### src/rtl/fetch_pc_unit.sv
// ---------------------------------------------------------------------------
// fetch_pc_unit
// Instruction-fetch stage feeding a single-cycle main decoder. Owns the PC,
// fetches each word over a req/ack handshake that tolerates wait states, holds
// the word in an instruction register and computes the next PC from the
// decoder's Branch/Jump outputs and the ALU Zero flag.
//
// Ports
//   clk         in   1   rising-edge clock
//   rst         in   1   asynchronous active-low reset
//   imem_req    out  1   fetch request, held until imem_ack
//   imem_addr   out  32  fetch address (= pc)
//   imem_ack    in   1   memory data valid on imem_rdata
//   imem_rdata  in   32  instruction word
//   stall       in   1   hold the current instruction in EXEC
//   Branch      in   1   decoder: instruction is BEQ
//   Jump        in   1   decoder: instruction is J
//   Zero        in   1   ALU zero flag
//   instr       out  32  instruction register
//   OP          out  6   instr[31:26]
//   instr_valid out  1   high only in EXEC; gates downstream commit
//   pc          out  32  address of the current instruction
//   fetch_err   out  1   sticky fetch timeout flag
// ---------------------------------------------------------------------------
module fetch_pc_unit #(
    parameter logic [31:0] PC_RESET = 32'h0000_0000,
    parameter int unsigned TIMEOUT  = 15
) (
    input  logic        clk,
    input  logic        rst,
    output logic        imem_req,
    output logic [31:0] imem_addr,
    input  logic        imem_ack,
    input  logic [31:0] imem_rdata,
    input  logic        stall,
    input  logic        Branch,
    input  logic        Jump,
    input  logic        Zero,
    output logic [31:0] instr,
    output logic [5:0]  OP,
    output logic        instr_valid,
    output logic [31:0] pc,
    output logic        fetch_err
);

    localparam logic [7:0] TIMEOUT_CNT = 8'(TIMEOUT);

    typedef enum logic [2:0] {
        ST_IDLE = 3'd0,
        ST_REQ  = 3'd1,
        ST_WAIT = 3'd2,
        ST_EXEC = 3'd3,
        ST_HALT = 3'd4
    } state_t;

    state_t      state_r, state_s;
    logic [7:0]  wait_cnt_r, wait_cnt_s;
    logic [31:0] pc_r, pc_s;
    logic [31:0] instr_r, instr_s;
    logic        fetch_err_r, fetch_err_s;
    logic        imem_req_r, imem_req_s;
    logic        instr_valid_r, instr_valid_s;

    logic [31:0] pc4_s;
    logic [31:0] br_off_s;
    logic [31:0] next_pc_s;
    logic        ack_s;

    // Next-PC datapath: Jump has priority over a taken branch; all sums wrap.
    always_comb begin
        pc4_s    = pc_r + 32'd4;
        br_off_s = {{14{instr_r[15]}}, instr_r[15:0], 2'b00};
        if (Jump) begin
            next_pc_s = {pc4_s[31:28], instr_r[25:0], 2'b00};
        end else if (Branch && Zero) begin
            next_pc_s = pc4_s + br_off_s;
        end else begin
            next_pc_s = pc4_s;
        end
    end

    // Only an ack against an outstanding request is honoured.
    assign ack_s = imem_ack && imem_req_r;

    // Next-state and next-register logic for the fetch sequencer.
    always_comb begin
        state_s     = state_r;
        wait_cnt_s  = wait_cnt_r;
        pc_s        = pc_r;
        instr_s     = instr_r;
        fetch_err_s = fetch_err_r;
        case (state_r)
            ST_IDLE: begin
                state_s = ST_REQ;
            end
            ST_REQ: begin
                if (ack_s) begin
                    instr_s    = imem_rdata;
                    wait_cnt_s = 8'd0;
                    state_s    = ST_EXEC;
                end else begin
                    wait_cnt_s = 8'd1;
                    state_s    = ST_WAIT;
                end
            end
            ST_WAIT: begin
                // An ack arriving on the timeout cycle still wins.
                if (ack_s) begin
                    instr_s    = imem_rdata;
                    wait_cnt_s = 8'd0;
                    state_s    = ST_EXEC;
                end else if (wait_cnt_r == TIMEOUT_CNT) begin
                    fetch_err_s = 1'b1;
                    state_s     = ST_HALT;
                end else begin
                    wait_cnt_s = wait_cnt_r + 8'd1;
                end
            end
            ST_EXEC: begin
                if (stall) begin
                    state_s = ST_EXEC;
                end else begin
                    pc_s    = next_pc_s;
                    state_s = ST_REQ;
                end
            end
            ST_HALT: begin
                state_s = ST_HALT;
            end
            default: begin
                // Unreachable encodings recover through a clean refetch.
                state_s = ST_IDLE;
            end
        endcase
    end

    // Handshake and valid outputs are registered from the next state.
    always_comb begin
        imem_req_s    = (state_s == ST_REQ) || (state_s == ST_WAIT);
        instr_valid_s = (state_s == ST_EXEC);
    end

    // State and output registers; reset drops imem_req without a clock.
    always_ff @(posedge clk or negedge rst) begin
        if (!rst) begin
            state_r       <= ST_IDLE;
            wait_cnt_r    <= 8'd0;
            pc_r          <= PC_RESET;
            instr_r       <= 32'd0;
            fetch_err_r   <= 1'b0;
            imem_req_r    <= 1'b0;
            instr_valid_r <= 1'b0;
        end else begin
            state_r       <= state_s;
            wait_cnt_r    <= wait_cnt_s;
            pc_r          <= pc_s;
            instr_r       <= instr_s;
            fetch_err_r   <= fetch_err_s;
            imem_req_r    <= imem_req_s;
            instr_valid_r <= instr_valid_s;
        end
    end

    assign imem_req    = imem_req_r;
    assign imem_addr   = pc_r;
    assign instr       = instr_r;
    assign OP          = instr_r[31:26];
    assign instr_valid = instr_valid_r;
    assign pc          = pc_r;
    assign fetch_err   = fetch_err_r;

endmodule

### config.mk
export PLATFORM = sky130hd
export DESIGN_NAME = fetch_pc_unit
export DESIGN_NICKNAME = d
export VERILOG_FILES = /design/src/rtl/fetch_pc_unit.sv
export SDC_FILE = /design/constraint.sdc
export NUM_CORES = 1
export LEC_CHECK = 0
export CAP_MARGIN = 20
export CORE_MARGIN = 2
export CORE_UTILIZATION = 26
export CTS_BUF_LIST = sky130_fd_sc_hd__clkbuf_4 sky130_fd_sc_hd__clkbuf_8
export CTS_CLUSTER_SIZE = 40
export DETAILED_ROUTE_END_ITERATION = 6
export MAX_ROUTING_LAYER = met4
export PLACE_DENSITY = 0.44
export RECOVER_POWER = 25
export SLEW_MARGIN = 20
export SYNTH_ARGS = -nofsm -noshare
export SYNTH_HDL_FRONTEND = slang
export SYNTH_SLANG_ARGS = --single-unit
### constraint.sdc
create_clock -name clk -period 10.9 [get_ports clk]
set_input_delay 2.18 -clock clk [delete_from_list [all_inputs] [get_ports clk]]
set_output_delay 2.18 -clock clk [all_outputs]
set_load 0.005 [all_outputs]
Word level (Yosys, flattened, before mapping)
Cells that the tools add are included.
{"block": "classes", "add_sub_neg": 3, "mul": 0, "div_mod_pow": 0, "n_lt_le_gt_ge": 0, "n_eq_ne": 9, "shift": 0, "n_mux": 11, "n_bitwise": 2, "reduce_logical": 10}
{"op": "2-to-1 mux 32 bit", "n": 2}
{"op": "adder 32 x 3 -> 32 bit (second input constant)", "n": 1}
{"op": "adder 32 bit", "n": 1}
{"op": "2-to-1 mux 8 bit", "n": 2}
{"op": "case mux 8 bit (2 select lines)", "n": 1}
{"op": "case mux 3 bit (5 select lines)", "n": 1}
{"op": "equality test 3 x 2 -> 1 bit (second input constant)", "n": 4}
{"op": "adder 8 x 1 -> 8 bit (second input constant)", "n": 1}
{"op": "equality test 8 x 4 -> 1 bit (second input constant)", "n": 1}
{"op": "equality test 3 x 1 -> 1 bit (second input constant)", "n": 2}
{"op": "2-to-1 mux 3 bit", "n": 2}
{"op": "AND reduction 2 bit", "n": 3}
{"op": "equality test 3 bit (second input constant)", "n": 1}
{"op": "logical NOT 3 bit", "n": 1}
{"op": "inequality test 3 bit (second input constant)", "n": 1}
{"op": "AND reduction 3 bit", "n": 1}
{"op": "logical AND 1 bit", "n": 2}
{"op": "2-to-1 mux 1 bit", "n": 2}
{"op": "2-to-1 mux 2 bit", "n": 1}
{"op": "inverter 1 bit", "n": 2}
{"op": "nonzero test 2 bit", "n": 1}
{"op": "OR reduction 2 bit", "n": 1}
{"op": "logical OR 1 bit", "n": 1}
{"block": "totals", "ff_bits": 78, "latchBits": 0, "ram_bits": 0, "mem_bits_ro": 0, "out_inout_bits": 105, "mem_count": 0}

Depth between registers and ports, before layout
Gate-level depths: netlist of run 1.
{"block": "logic_depth", "depth_word": 6, "ltp_mapped": 17, "ltp_nobuf": 16}

Worst setup path before layout of run 1
Ideal clock, no wire load.
{"block": "synth_timing", "kind": "input to register", "start": "input port Jump", "end": "register pc_r[31], in the netlist imem_addr[31]", "arrival_ps": 3656, "setup_slack_ps": 7164, "stages": 8, "n_path_buf": 1, "path_cell_list": "clkbuf_1 -> inv_1 -> nand2_1 -> a2111oi_0 -> a31o_1 -> a311oi_2 -> mux2i_1 -> xnor2_1"}
{"block": "synth_via", "elab_chain_cells": 1}
{"element": "start: declaration", "line_no": "37", "source": "input logic Jump,"}
{"element": "2-to-1 mux 32 bit", "line_no": "73", "source": "if (Jump) begin"}
{"element": "end signal: assignment", "line_no": "156", "source": "pc_r <= pc_s;"}
{"element": "end: declaration", "line_no": "58", "source": "logic [31:0] pc_r, pc_s;"}
No other way between the ends.
A chain may end at the register's enable or synchronous reset.

==> reports/summary.md, run 1 <==
The cell area that synthesis handed to floorplanning was 0.006130 mm². Synthesis inferred 76 register bits. The sink count of the clock tree is 76, and the post-route antenna net violation count is 0. Counting flops with a built-in enable in the synthesized netlist gives 0.

CTS placed an instance of sky130_fd_sc_hd__clkbuf_8 at the clock tree root. The placed instances occupy a cell area of 0.007574 mm². The tools report the number of design-rule violations left by the first detailed-router iteration as 386. In this run, distinct cell masters in the synthesized netlist total 65. The detailed router placed 5481 vias in this run. Broken down by cell family, the worst path's largest delay share belongs to buffers and inverters.

In the post-synthesis netlist, the cell with the most instances is sky130_fd_sc_hd__dfrtp_1. The final worst-path cycle share was 0.5102; the simple-gate portion of the synthesized area was 0.1815. The total overflow left after global routing is 0. In this run the worst path has a maximum fanout of 55. After detailed routing, the average wire length per cell comes to 17.21 µm. For this design, the slowest cell found on the critical path is sky130_fd_sc_hd__clkbuf_1. Yosys printed 0 warnings.

Counting tap cells, the placed design contains a total of 1109 instances. The tools report the via count of the first global-routing pass as 5315. The final number of hold-violating endpoints is 0. The worst setup path is captured at an asynchronous set/reset pin.

For the number of antenna violations at the first check in global routing, the log shows 0. At the pin with the least slew margin, the transition time is 3.049 ns. The longest individual stage delay on the worst path was 2.24 ns.

For the cts-stage hold buffer count, the log shows 0. The critical path contains buffers and inverters numbering 2 combined. The number of buffers added by the clock tree synthesis step was 9; the area share of fa/ha/maj cells after synthesis was 0.08083. The min-delay analysis places its worst path in the category flip-flop to flip-flop. Overall fraction of global-route tracks in use: 0.1629. The cell that appears most often on the critical path is sky130_fd_sc_hd__clkbuf_1. The critical path is of the primary input to asynchronous set/reset pin type. Area of the core: 0.02333 mm². For this run, the post-layout net count is 879. No sink is reached through more buffers than the 2 on the longest clock path. The logs give 1 for the count of max-cap constraint violations and 30.15 mm for the first-pass GRT wire length. During placement, the flow inserted port buffers numbering 139. Setup total negative slack on the finished layout was measured at 0 ns. The average cell area after synthesis is 8.658 µm², and the starting density of the core is 0.2627. The post-synthesis xor/xnor area fraction was 0.07430; the fraction of registers with async set/reset was 1.000. The buffers inserted during post-CTS setup optimization is 0, and the final critical-path setup slack is 5.339 ns. The share of the synthesized area in compound gates (AO/OA/AOI/OAI) is 0.2086. Clock-pin slew was measured on the worst setup and hold paths at 0.09 ns. After detailed routing, the number of vias per cell comes to 4.872. The boundary pin count is 144, and the pin count of the biggest net entering global routing is 56.

After routing the design area is 0.007749 mm². The run gives 5.39 ns as the arrival time of data at the critical path endpoint. The later-pin clock latency in the skew report was 0.39 ns; the final weighted congestion in routability-driven placement was 0.8617. The tools report the total power of the final layout as 2599 µW. The diode insertion count for antenna repair is 0, and the areal power density over the cells is 335.4 mW/mm². Relative to the synthesized area, the layout overhead comes to 26.41%. Critical path launch point type: a primary input. The post-synthesis mux area share works out to 0.07063. Across the routed clock network, the largest skew measured is 0.01958 ns. Setup repair after global routing left no endpoint under its margin.

The shortest period the worst path allows is 5.561 ns. Walking the worst path, the cells encountered are clkbuf_1 > clkbuf_1. The maximum achievable frequency was 179.8 MHz; the standby leakage power was 0.003175 µW. The filler-free cell count of the finished design was 1125.

For this run, design rule violations remaining after detail routing come to 0. The checks that failed: capacitance limit, slew limit. The run finished, with violations left.

Synthesis produced 708 cells. Gates resized during post-CTS repair numbered 0. At the worst endpoint, the required time is 10.73 ns. By area, the combinational part of the netlist is dominated by compound AO/OA/AOI/OAI gates. TritonCTS built the clock tree. The fraction of layout cells with a size suffix above 1 was 0.08561. The tools report the remaining max-slew budget at the tightest pin as -1.032.

The die footprint is 0.02482 mm². The final-report setup violation count was 0; the vertical die dimension was 157.5 µm. Summed over all instances, the cell type with the most area after synthesis is sky130_fd_sc_hd__dfrtp_1. The number of optimization iterations in the first detailed-route pass is 7. The total wirelength of the detailed-routed design was 19.36 mm. The predominant post-synthesis flop cell was sky130_fd_sc_hd__dfrtp_1. In the synthesized netlist, the cells that appear most often are 76 x sky130_fd_sc_hd__dfrtp_1, 62 x sky130_fd_sc_hd__nand2_1, 61 x sky130_fd_sc_hd__a21oi_1, 58 x sky130_fd_sc_hd__nor2_1, 49 x sky130_fd_sc_hd__o21ai_0. The tools report the number of core rows as 56. The worst-case IR drop observed on VDD is 99.50 µV. The placed wire-length estimate came out at 14.41 mm. For the max-slew violation total from the final report, the log shows 56.

The run gives 0.3103 as the post-synthesis sequential area ratio. From left edge to right edge, the die measures 157.5 µm. Sorting the synthesized cells by area gives the leading types as sky130_fd_sc_hd__dfrtp_1 31%, sky130_fd_sc_hd__ha_1 7.8%, sky130_fd_sc_hd__mux2_2 5.5%. The worst setup slack before clock tree synthesis was 6.204 ns; the share of Yosys cell area claimed by the top area cell type was 0.3103. The clock tree synthesis step divided the H-tree into 3 levels.
==> metal layers <==
layer	global-route usage	wire, µm	up-vias	part of all wire
met5	-	0	-	0
met4	0.04589	251	0	0.013
met3	0.02230	750	15	0.039
met2	0.2423	8585	136	0.44
met1	0.2306	9771	2615	0.50
li1	-	-	2715	-
==> per-stage QoR <==
step                hold slack [ns]  utilization
finish                       0.4737       0.3321
global route                 0.5073       0.3321
CTS                          0.4761       0.3324
detailed placement           0.4501       0.3246
global placement             0.4525       0.3246
floorplan                    0.4510            -
==> state kept, by name, summed over array words and instances (netlist names) <==
register,flops
imem_addr,30
instr_valid,1
imem_req,1
fetch_err,1
state_r,3
instr,32
wait_cnt_r,8
==> cells by family (layout without fill, tap and decap cells) <==
| group | Yosys count | count (layout) |
|---|---|---|
| adder cells (fa/ha/maj) | 39 | 39 |
| AND/OR/NAND/NOR | 225 | 225 |
| buffers and inverters | 77 | 172 |
| flip-flops | 76 | 76 |
| multiplexers | 39 | 39 |
| AO/OA/AOI/OAI | 199 | 199 |
| XOR/XNOR | 52 | 52 |
| other | 1 | 4 |
==> cell type report <==
type | instances | area, µm²
Inverter | 11 | 41.29
Clock buffer | 9 | 123.9
Multi-Input combinational cell | 558 | 3797
Sequential cell | 76 | 1902
Tap cell | 319 | 399.1
Timing Repair Buffer | 145 | 1426
Clock inverter | 7 | 58.81
Fill cell | 2473 | 15580
==> worst paths after layout <==
path | startpoint | cells past startpoint | slack, ns | end
min | fetch_err | 1 | 0.47 | fetch_err
max reg2reg | imem_addr[4] | 14 | 6.56 | imem_addr[31]
max | rst | 2 | 5.34 | instr[20]
min in group asynchronous | rst | 1 | 2.07 | instr[3]
min reg2reg | fetch_err | 1 | 0.47 | fetch_err
max in group clk | imem_addr[4] | 14 | 6.56 | imem_addr[31]
==> where the power goes <==
part	switching (µW)	total [µW]	internal [µW]
clock	132	217	85.4
sequential	193	598	405
combinational	909	1780	875
==> cells in the final DEF, fill, tap and decap left out, types with 5 or more instances in the layout <==
cell type	netlist	layout
sky130_fd_sc_hd__dfrtp_1	76	76
sky130_fd_sc_hd__o31ai_1	6	6
sky130_fd_sc_hd__nor3_1	12	12
sky130_fd_sc_hd__nand3_1	19	19
sky130_fd_sc_hd__xnor2_1	33	33
sky130_fd_sc_hd__nand2b_1	10	10
sky130_fd_sc_hd__o211ai_1	5	5
sky130_fd_sc_hd__xor2_1	19	19
sky130_fd_sc_hd__a211oi_1	10	10
sky130_fd_sc_hd__clkbuf_8	0	9
sky130_fd_sc_hd__or3_1	5	5
sky130_fd_sc_hd__nand2_1	62	62
sky130_fd_sc_hd__buf_4	41	5
sky130_fd_sc_hd__a21oi_1	61	61
sky130_fd_sc_hd__o21ai_1	5	5
sky130_fd_sc_hd__mux2_2	30	30
sky130_fd_sc_hd__nor2_1	58	57
sky130_fd_sc_hd__o21ai_0	49	49
sky130_fd_sc_hd__inv_1	11	11
sky130_fd_sc_hd__and4_1	5	5
sky130_fd_sc_hd__clkdlybuf4s50_1	0	137
sky130_fd_sc_hd__and2_1	8	8
sky130_fd_sc_hd__o22ai_1	5	5
sky130_fd_sc_hd__mux2i_1	8	8
sky130_fd_sc_hd__ha_1	38	38
sky130_fd_sc_hd__nand4_1	13	13
sky130_fd_sc_hd__and3_1	16	16
sky130_fd_sc_hd__a21o_1	18	18
Power figures use the tool's default switching activity.
==> inputs of run 2 (changes only) <==
Clock period 10.9 ns to 5.55 ns, I/O delays scaled along.
==> run 2 against run 1 <==
The flow still finishes with violations (capacitance limit, slew limit). Routed wire length grew 4.9%. Sequential share of layout area decreased by 0.11 points. Die area stayed put. Cell count barely moved. Sequential power up 100%. Setup slack worse by 4.0 ns. Critical path type is now flip-flop to flip-flop. Critical endpoint is now imem_addr[31]. Highest routed layer unchanged.
==> reports/summary.md, run 2 (synthesis results as in run 1) <==
Fraction of layout cells with a size suffix above 1: 0.08798 (+0.002372). The tools report the final number of hold-violating endpoints as 0 (unchanged). The sink count of the clock tree came out at 76 (unchanged). For the standby leakage power, the log shows 0.003210 µW (+1.1%). The die span in x is 157.5 µm (unchanged). The tools report the number of design-rule violations left by the first detailed-router iteration as 303 (-22%). The tools report the cell at the root of the clock tree as sky130_fd_sc_hd__clkbuf_8.

For the post-route DRC violation count, the log shows 0 (unchanged). The commonest non-fill, non-tap cell in the layout is sky130_fd_sc_hd__clkdlybuf4s50_1. The worst setup path is launched from a flip-flop. The cts-stage hold buffer count was 0 (unchanged).

The count of buffers inserted at the top-level ports works out to 139 (unchanged). The tools report the placed wire-length estimate as 15.40 mm (+6.9%). Setup repair after global routing left no endpoint under its margin. The clock-pin slew on the worst setup and hold paths is 0.11 ns (+0.02 ns).

The final-report setup violation count was 0 (unchanged); the flip-flop count of the largest register after layout was 32 (unchanged). The remaining max-slew budget at the tightest pin is -0.2879 (+0.7446). In the layout the commonest cells are 137 x sky130_fd_sc_hd__clkdlybuf4s50_1, 76 x sky130_fd_sc_hd__dfrtp_1, 62 x sky130_fd_sc_hd__nand2_1. The final weighted congestion in routability-driven placement is 0.8358 (-3.0%), and the number of nets in the layout is 880 (+0.11%). The final worst-path cycle share was 0.7646. The average via count per standard cell came out at 4.895 (+0.48%). The measured slew at the worst slew-check pin came out at 1.932 ns (-1.117 ns). The areal power density over the cells is 664.4 mW/mm² (+98%). The routed design could run at a clock period as short as 4.244 ns.

The count of max-cap constraint violations is 1 (unchanged). The logs give 32 (-43%) for the max-slew violation total from the final report and 0 (unchanged) for the buffers inserted during post-CTS setup optimization. For the number of antenna violations at the first check in global routing, the log shows 0 (unchanged). The logs give 0 ns (unchanged) for the setup TNS and 5512 (+0.57%) for the routed via count. The startpoint of the lowest-slack register-to-register path is imem_addr[18]. The starting density of the core is 0.2627 (unchanged), and the area growth from synthesis to layout is 26.96%. Maximum vdd ir drop: 208.1 µV (+110%). Diode insertion count for antenna repair: 0 (unchanged). The final routed wire length divided by cell count is 18.04 µm (+4.9%), and the number of buffers added by the clock tree synthesis step is 9 (unchanged). Critical-path maximum fanout: 7 (-87%). The minimum hold slack was 0.4650 ns (-0.008647 ns); the first-pass GRT wire length was 31.86 mm (+5.7%). The endpoint class of the critical path is a flip-flop.

The tools report the post-cts repair resize count as 0 (unchanged). The required time of the critical path came out at 5.87 ns (-4.86 ns). The number of optimization iterations in the first detailed-route pass was 5 (-2); the maximum achievable frequency was 235.6 MHz. TritonCTS built the clock tree. The pin count of the biggest net entering global routing was 47 (-16%); the boundary pin count was 144 (unchanged). Global-route congestion overflow total: 0 (unchanged). The number of core rows is 56 (unchanged). The run finished, with violations left.

By startpoint and endpoint, the worst setup path is classified as flip-flop to flip-flop. The overall fraction of global-route tracks in use is 0.1729 (+0.009936), and the number of H-tree levels is 3 (unchanged). The maximum buffer depth of the clock tree is 2 (unchanged), and the arrival time of data at the critical path endpoint is 4.57 ns (-0.82 ns).

The area of the core is 0.02333 mm² (unchanged). The tightest min-delay check is of the flip-flop to flip-flop type. The later-pin clock latency in the skew report is 0.39 ns (about the same). The logs give 5170 µW (+99%) for the total power of the final layout and 5465 (+2.8%) for the via count of the first global-routing pass. The checks that failed: capacitance limit, slew limit.

The vertical die dimension was 157.5 µm (unchanged). For the die footprint, the log shows 0.02482 mm² (unchanged). The critical path starts at imem_addr[18]. For the total wirelength of the detailed-routed design, the log shows 20.32 mm (+4.9%). The post-route antenna net violation count was 0 (unchanged).

The worst hold path begins at fetch_err. The run gives 0.02502 ns (+0.005432 ns) as the worst clock skew.
## run 2: final timing paths
check / endpoint / slack (ns) / depth (start not counted)
max in group asynchronous: imem_addr[22] / 2.25 / 2
worst min register to register: fetch_err / 0.47 / 1
worst max register to register: imem_addr[31] / 1.31 / 15
min in group asynchronous: instr[4] / 1.25 / 1
worst min-delay path: fetch_err / 0.47 / 1
worst max-delay path: imem_addr[31] / 1.31 / 15
## run 2: final cells by class
cell class / count / area (µm²)
Clock buffer: 10 / 137.6
Clock inverter: 6 / 70.07
Fill cell: 2472 / 15550
Inverter: 11 / 41.29
Multi-Input combinational cell: 558 / 3797
Sequential cell: 76 / 1902
Tap cell: 319 / 399.1
Timing Repair Buffer: 146 / 1435
## run 2: worst max-delay path, stage by stage (launching register included)
cell and delay [ns]:
sky130_fd_sc_hd__dfrtp_1 0.59, sky130_fd_sc_hd__and4_1 0.27, sky130_fd_sc_hd__and2_1 0.19, sky130_fd_sc_hd__nand3_1 0.17, sky130_fd_sc_hd__nor3_4 0.40, sky130_fd_sc_hd__nand3_1 0.18
sky130_fd_sc_hd__xnor2_1 0.18, sky130_fd_sc_hd__ha_1 0.38, sky130_fd_sc_hd__nand4_2 0.17, sky130_fd_sc_hd__nor4_1 0.45, sky130_fd_sc_hd__and3_1 0.22, sky130_fd_sc_hd__a221oi_1 0.09
sky130_fd_sc_hd__a31o_1 0.24, sky130_fd_sc_hd__a311oi_2 0.25, sky130_fd_sc_hd__mux2i_1 0.25, sky130_fd_sc_hd__xnor2_1 0.14
## run 2: power breakdown
| group | leakage, µW | switching (µW) | internal, µW |
|---|---|---|---|
| clock | 0.000107 | 257 | 225 |
| sequential | 0.000925 | 404 | 795 |
| combinational | 0.00218 | 1770 | 1720 |
## run 2: metal layers
layer  vias to the layer above  wire [µm]  global-route usage  part of all wire
li1                       2722          -                   -                 -
met1                      2639       9910              0.2371              0.49
met2                       135       9222              0.2610              0.45
met3                        16        868             0.03249             0.043
met4                         0        315             0.04589             0.016
met5                         -          0                   -                 0
## run 2: metrics by stage
stage	instance area, µm²	cells	utilization	worst slack (ns)
after floorplan	6141	711	-	1.964
after global placement	7581	1110	0.3249	1.429
after detailed placement	7581	1110	0.3249	1.371
after CTS	7789	1126	0.3338	1.353
after global routing	7782	1126	0.3335	0.9652
final	7782	1126	0.3335	1.306
==> variant, RTL diff (config.mk and constraints of run 2) <==
`instr_r` no longer has a reset.
--- a/src/rtl/fetch_pc_unit.sv
+++ b/src/rtl/fetch_pc_unit.sv
@@ -146,7 +146,6 @@
             state_r       <= ST_IDLE;
             wait_cnt_r    <= 8'd0;
             pc_r          <= PC_RESET;
-            instr_r       <= 32'd0;
             fetch_err_r   <= 1'b0;
             imem_req_r    <= 1'b0;
             instr_valid_r <= 1'b0;
@@ -154,11 +153,14 @@
             state_r       <= state_s;
             wait_cnt_r    <= wait_cnt_s;
             pc_r          <= pc_s;
-            instr_r       <= instr_s;
             fetch_err_r   <= fetch_err_s;
             imem_req_r    <= imem_req_s;
             instr_valid_r <= instr_valid_s;
         end
+    end
+
+    always_ff @(posedge clk) begin
+        instr_r <= instr_s;
     end
 
     assign imem_req    = imem_req_r;
Formal check against the unedited RTL: differs if rst is asserted again (counterexample within 4 cycles, from zero or initial values and one cycle with rst low); with rst held inactive, the same outputs for 4 cycles.
==> variant against run 2 <==
The flow still finishes with violations (capacitance limit, slew limit); hold slack gained 0.031 ns; worst setup slack gained 0.029 ns; sequential cell count is the same; sequential share of layout area grew 3.1 points; wire length shrank 5.7%; sequential power shrank 13%; non-clock buffer count grew 1; area after synthesis shrank 4.2%; critical endpoint is now imem_addr[30]$_DFFE_PN0P_; total power shrank 24%; combinational power shrank 31%; design area shrank 3.8%.
==> variant: results (changes against run 2) <==
status=finished with violations; violated checks=capacitance limit, slew limit; Fillers=2,248 (-9.1%); per-cell routed wire length=18.3 um (+1.2%); Reg clk slew, reported paths=0.09 ns (-0.02 ns); Routed WL=19,200 um (-5.7%); worst slack at placement=1.45 ns (+0.0763 ns); Syn Area/Cell=8.80 um^2 (+1.7%); Seq/Total Area, Yosys=35.1% (+4.1 points); R2R setup slack=1.34 ns (+0.03 ns); post-DP HPWL=14,200 um (-7.8%); Top delay family on crit path=compound AO/OA/AOI/OAI gates; count of final max-slew check failures=45 (+41%); share of layout cells above drive strength 1=5.60% (-3.2 points); largest net degree at the start of global routing=45 (-4.3%); final RePlAce weighted congestion=0.928 (+11%); Least-Margin Pin Slew=2.74 ns (+0.809 ns); final setup skew=0.0199 ns (-0.00514 ns); Synth cell types=68 (+4.6%); initial antenna violation count=2 (+2); Placement Cell Area=7280 um^2 (-3.9%); Achievable Freq=0.237 GHz (+0.70%); crit-path max FO=8 (+1); Max VDD drop=0.192 mV (-7.7%); Hold WS=0.496 ns (+0.0309 ns); MaxCap Viol Count=1 (unchanged); Static Leak=2.92 nW (-9.1%); Post-synth EDFFs=32 (+32); Worst Setup SP=imem_addr[4]$_DFFE_PN0P_; first-pass GRT wire length=30,000 um (-5.9%); Post-synth top cells=nand2_1, a21oi_1, nor2_1; dpl cells=1,032 (-7.0%); Worst path max stage delay=0.50 ns (-0.09 ns); via/cell ratio=5.12 (+4.6%); vias in the first global route=5,229 (-4.3%); fraction of registers with async set or reset after synthesis=57.9% (-42 points); DRT iter0 DRCs=398 (+31%); Critical Path End=imem_addr[30]$_DFFE_PN0P_; Critical Path AT=4.47 ns (-0.10 ns); GRT Util Overall=16.5% (-0.80 points)
variant: power breakdown:
part           internal (mW)  switching (mW)
registers              0.763           0.278
clock network          0.217           0.252
logic                   1.16            1.24
total                   2.14            1.77
variant: cell families after synthesis:
group	synth area share [%]
compound gates	20.5
simple gates	20.2
buf+inv	7.48
fa+ha+maj	8.44
other cells	0.0639
xor+xnor	7.91
flops	35.1
mux	0.341
variant: cell type report:
cell class	count	area [um^2]	area share (%)
clock buffers	10	131	1.75
clock inverters	6	72.6	0.969
flip-flops and latches	76	2060	27.5
repair buffers	147	1440	19.3
inverters	10	37.5	0.501
well taps	280	350	4.68
diodes	2	5.00	0.0668
multi-input cells	519	3390	45.2
variant: per-layer routing:
metal / global-route usage (%) / wire length, um
met5: - / 0
met4: 3.75 / 234
met3: 3.81 / 1110
met2: 25.3 / 8820
met1: 22.2 / 9010
